===== src/rtl/rc5_keyex_if.sv =====
// rc5_keyex_if: key-load strobe and expanded-table bus between the key source, rc5_keyex and the RC5 data path
interface rc5_keyex_if;
  logic [127:0] i_key;
  logic         i_key_en;
  logic [831:0] o_keyex;
  logic         o_keyex_en;
  logic         o_key_ok;
  logic         o_busy;
  modport master (output i_key, i_key_en, input o_keyex, o_keyex_en, o_key_ok, o_busy);
  modport slave (input i_key, i_key_en, output o_keyex, o_keyex_en, o_key_ok, o_busy);
endinterface


===== src/rtl/rc5_keyex.sv =====
// rc5_keyex: RC5-32/12/16 key expansion, one mixing iteration per clock, table held until the next load
module rc5_keyex #(
  parameter logic [31:0] P32 = 32'hB7E15163,
  parameter logic [31:0] Q32 = 32'h9E3779B9
) (
  input logic        i_clk,
  input logic        i_rst,
  rc5_keyex_if.slave bus
);
  typedef enum logic [1:0] {IDLE, MIX, DONE} state_t;
  state_t st;
  logic [31:0] s [26];
  logic [31:0] l [4];
  logic [31:0] a, b, sa, sb, lb, a_n, b_n;
  logic [63:0] ra, rb;
  logic [4:0] i;
  logic [1:0] j;
  logic [6:0] cnt;
  logic keyex_en, key_ok, busy;
  function automatic logic [31:0] swap32(input logic [31:0] w);
    return {w[7:0], w[15:8], w[23:16], w[31:24]};
  endfunction
  // A' feeds B' in the same cycle; a doubled word shifted left yields the rotate in its upper half
  always_comb begin
    sa = s[i] + a + b;
    ra = {sa, sa} << 3;
    a_n = ra[63:32];
    sb = a_n + b;
    lb = l[j] + sb;
    rb = {lb, lb} << sb[4:0];
    b_n = rb[63:32];
  end
  always_ff @(posedge i_clk) begin
    if (i_rst) begin
      st <= IDLE;
      for (int n = 0; n < 26; n++) s[n] <= '0;
      for (int n = 0; n < 4; n++) l[n] <= '0;
      a <= '0;
      b <= '0;
      i <= '0;
      j <= '0;
      cnt <= '0;
      keyex_en <= 1'b0;
      key_ok <= 1'b0;
      busy <= 1'b0;
    end else begin
      keyex_en <= 1'b0;
      if (bus.i_key_en) begin
        for (int n = 0; n < 4; n++) l[n] <= swap32(bus.i_key[127-32*n -: 32]);
        for (int n = 0; n < 26; n++) s[n] <= P32 + Q32 * 32'(n);
        a <= '0;
        b <= '0;
        i <= '0;
        j <= '0;
        cnt <= '0;
        st <= MIX;
        busy <= 1'b1;
        key_ok <= 1'b0;
      end else if (st == MIX) begin
        s[i] <= a_n;
        l[j] <= b_n;
        a <= a_n;
        b <= b_n;
        i <= (i == 5'd25) ? 5'd0 : i + 5'd1;
        j <= (j == 2'd3) ? 2'd0 : j + 2'd1;
        cnt <= cnt + 7'd1;
        if (cnt == 7'd77) begin
          st <= DONE;
          busy <= 1'b0;
          key_ok <= 1'b1;
          keyex_en <= 1'b1;
        end
      end
    end
  end
  for (genvar g = 0; g < 26; g++) assign bus.o_keyex[32*(26-g)-1 -: 32] = s[g];
  assign bus.o_keyex_en = keyex_en;
  assign bus.o_key_ok = key_ok;
  assign bus.o_busy = busy;
endmodule


===== src/flat_wrapper.sv =====
// flat-port wrapper written by rule: the top's interface ports become plain ports
module rc5_keyex_flat 
#(
  parameter logic [31:0] P32 = 32'hB7E15163,
  parameter logic [31:0] Q32 = 32'h9E3779B9
)
  (i_clk, i_rst, bus_i_key, bus_i_key_en, bus_o_keyex, bus_o_keyex_en, bus_o_key_ok, bus_o_busy);
  rc5_keyex_if bus_i ();
  input logic i_clk;
  input logic i_rst;
  input wire logic [$bits(bus_i.i_key)-1:0] bus_i_key;
  input wire logic [$bits(bus_i.i_key_en)-1:0] bus_i_key_en;
  output wire logic [$bits(bus_i.o_keyex)-1:0] bus_o_keyex;
  output wire logic [$bits(bus_i.o_keyex_en)-1:0] bus_o_keyex_en;
  output wire logic [$bits(bus_i.o_key_ok)-1:0] bus_o_key_ok;
  output wire logic [$bits(bus_i.o_busy)-1:0] bus_o_busy;
  assign bus_i.i_key = bus_i_key;
  assign bus_i.i_key_en = bus_i_key_en;
  assign bus_o_keyex = bus_i.o_keyex;
  assign bus_o_keyex_en = bus_i.o_keyex_en;
  assign bus_o_key_ok = bus_i.o_key_ok;
  assign bus_o_busy = bus_i.o_busy;
  rc5_keyex #(.P32(P32), .Q32(Q32)) u_core (.i_clk(i_clk), .i_rst(i_rst), .bus(bus_i));
endmodule

===== config.mk =====
export PLATFORM = sky130hd
export DESIGN_NAME = rc5_keyex_flat
export DESIGN_NICKNAME = d
export VERILOG_FILES = /design/src/rtl/rc5_keyex_if.sv /design/src/rtl/rc5_keyex.sv /design/src/flat_wrapper.sv
export SDC_FILE = /design/constraint.sdc
export NUM_CORES = 2
export LEC_CHECK = 0
export CAP_MARGIN = 5
export CORE_AREA = 2 2 401 443
export DETAILED_ROUTE_END_ITERATION = 6
export DIE_AREA = 0 0 403 445
export SKIP_LAST_GASP = 1
export SLEW_MARGIN = 30
export SYNTH_ARGS = -nofsm -noshare
export SYNTH_HDL_FRONTEND = slang
export SYNTH_SLANG_ARGS = --single-unit

===== constraint.sdc =====
create_clock -name i_clk -period 14.7 [get_ports i_clk]
set_clock_uncertainty 0.15 [all_clocks]
set_input_delay 4.41 -clock i_clk [delete_from_list [all_inputs] [get_ports i_clk]]
set_output_delay 4.41 -clock i_clk [all_outputs]
set_load 0.01 [all_outputs]

==> results.toml <==
[floorplanning]
die-area_mm2 = 0.179
chipWidth_um = 403
dieHeight_um = 445
core_mm2 = 0.174
io-pin-count = 966
start_util_pct = 34.8
rows = 161

[cells_and_area]
drive_gt1_share_pct = 15.5
fin_nets = 5664
post-route-util_pct = 44.7
syn_to_final_growth_pct = 28.3
fillers = 15700

[timing]
setup_viol = 0
maxSlewHeadroom_pct = 19.1
fin_crit_sh_pct = 90.2
hold_violations = 0
min_period_ps = 13260
rsz0062_at_grt = "false"
tightest_slew_ps = 1210
max_freq_mhz = 75.4
tns_ps = 0
finalMaxSlewViolations = 0

[logic_synthesis]
yosys.area_share.simple_pct = 7.52
ys_warn_count = 0
synth_area_leaders = "edfxtp_1, mux4_2, o21ai_0, nor2_1, dfxtp_1"
seq_area_frac_synth_pct = 59.8
synth_edf_count = 1152
ys_types = 92
async_flop_share_pct = 0
synth_nets = 4808
ys_ff_latch = 1240
yosysMostFrequentCell = "edfxtp_1"
postSynthAreaPerCell_um2 = 13.4
muxShareOfSynthArea_pct = 14.6
synthFlopType = "edfxtp_1"
synth_xor_area_share_pct = 1.36
netlist_area_mm2 = 0.0608
syn_inst = 4540
synth_fa_ha_area_share_pct = 3.24
synth_top_cell_area_share_pct = 56.9
synth_compound_area_share_pct = 10.6
synth_top_family_by_area = "multiplexers"
yosysTopAreaCell = "edfxtp_1"
netlist_top_cells_count = "edfxtp_1, nor2_1, o21ai_0"

[clock_network]
cts_hold_buf = 0
post_cts_resized = 0
worstSkewPairLatency_ps = 820
clock-sinks = 1240
cts-root-buf = "clkbuf_16"
cts_made_buffers = 137
cts_max_level = 4
clk_pin_slew_ps = 60
postCtsSetupBuffers = 0
cts.path.max_buffers = 3
tritoncts = "done"

[detailed_routing]
via_per_inst = 6.18
antenna_left = 0
drt_iter0_markers = 6890
vias = 48100
wl_mm = 295
firstDrtPassIters = 6
drc_errors = 0
routedWlPerCell_um = 37.9

[global_route]
grt_max_degree = 197
antenna_found_initial = 29
grt_first_pass_wirelength_mm = 394
grt_pass1_vias = 44800
overflow = 0
track_usage_pct = 32.1

[power_and_ir_drop]
leakage_nw = 27.6
power_mw = 12.1
vdd.ir_drop.worst_uv = 138
cellPowerDensity_mw_per_mm2 = 156

[setup_path]
worstSetupPathType = "reg2reg"
path_max_fanout = 47
path_common_cell = "a21oi_1"
startpoint_type = "flip-flop"
slowest_stage = "dfxtp_4"
required_ps = 15070
cp.arrival_ps = 13630
r2r_cells = 45
r2r-end = "u_core.l[3][8]"
r2r_slack_ps = 1440
crit_path_max_incr_delay_ps = 640
endpoint_kind = "flip-flop"

[outcome]
status = "finished, final reports clean"

[hold_path]
hold_start = "u_core.a[4]"
hold_path_class = "reg2reg"
min_delay_worst_endpoint = "u_core.a[4]"
whs_path_depth = 2

[place]
port_buffers = 965
hpwl_mm = 219
gp_congestion = 0.970

[run]
cap_viol_max_count = 0
[power breakdown]
group / leakage (nW) / switching (mW) / internal, mW
clock network: 2.07 / 1.51 / 1.85
registers: 12.8 / 0.233 / 4.15
logic: 12.7 / 2.95 / 1.46
[flip-flops by register name, summed over array words and instances (netlist names), named ones only]
signal                 count
u_core.a                  32
u_core.bus.o_keyex_en      1
u_core.cnt                 7
u_core.s                1024
u_core.l                 128
u_core.i                   5
u_core.st                  2
u_core.j                   2
u_core.b                  32
[worst max-delay path: cells and delay by family, from the launching register on]
kind / cells / cell delay [ps]
xor+xnor: 2 / 260
fa+ha+maj: 5 / 2010
flops: 1 / 640
compound gates: 26 / 6650
buf+inv: 3 / 940
mux: 3 / 1300
simple gates: 6 / 970
[final cells by class]
cell class / instances / area (um^2) / share of cell area, %
multi-input combinational: 2828 / 23200 / 29.8
antenna: 11 / 27.5 / 0.0353
timing repair buffer: 1099 / 10900 / 13.9
inverter: 90 / 338 / 0.433
clock inverter: 69 / 661 / 0.847
sequential: 1240 / 36400 / 46.7
tap: 2282 / 2860 / 3.66
clock buffer: 169 / 3610 / 4.63
[how the worst max path moves through the flow]
stage                                 end  depth (start not counted)  slack, ps
after floorplan           u_core.l[0][17]                         50       2290
after global placement    u_core.l[1][28]                         45       1510
after detailed placement  u_core.l[3][28]                         45       1530
after CTS                 u_core.l[3][28]                         45       1460
after global routing      u_core.l[1][29]                         45        570
final                      u_core.l[3][8]                         45       1440
[logic make-up (layout without fill, tap and decap cells)]
| family | after synthesis | in the layout |
|---|---|---|
| AND/OR/NAND/NOR | 1091 | 1091 |
| multiplexers | 430 | 430 |
| XOR/XNOR | 92 | 92 |
| flip-flops | 1240 | 1240 |
| buffers and inverters | 472 | 1427 |
| adder cells (fa/ha/maj) | 137 | 137 |
| other | 0 | 11 |
| AO/OA/AOI/OAI | 1078 | 1078 |
[through the flow]
step / cells / area [um^2] / hold WS (ps) / setup slack, ps
after detailed placement: 7536 / 73600 / 306 / 1530
after CTS: 7774 / 77900 / 314 / 1460
after floorplan: 4540 / 60800 / 286 / 2290
final: 7788 / 78000 / 320 / 1440
after global routing: 7777 / 77900 / 339 / 567
after global placement: 7533 / 73500 / 295 / 1510
[layout by cell type, fill, tap and decap left out, types with 20 or more instances in the layout]
cell type / instances
buf_4: 118
ha_1: 103
nor3_1: 29
a21o_1: 35
a21oi_1: 214
xor2_1: 20
inv_1: 85
clkbuf_1: 29
dfxtp_1: 82
mux4_2: 360
xnor2_1: 40
o21ai_1: 75
nand3_1: 42
clkbuf_16: 140
fa_1: 34
nor2_1: 600
clkinv_1: 35
xnor2_2: 20
nand2_1: 230
nand2_2: 41
mux2_2: 39
o21ai_0: 500
edfxtp_1: 1152
a22o_1: 44
a211oi_1: 21
clkdlybuf4s50_1: 964
a31oi_1: 22
mux2i_1: 31
[routing by layer]
metal | track usage (%) | vias to the layer above | wire length, um
li1 | - | 19000 | -
met1 | 38.9 | 24700 | 102000
met2 | 51.4 | 3767 | 137000
met3 | 10.2 | 646 | 37100
met4 | 16.3 | 18 | 18800
met5 | 0 | - | 103
Power figures use the tool's default switching activity.
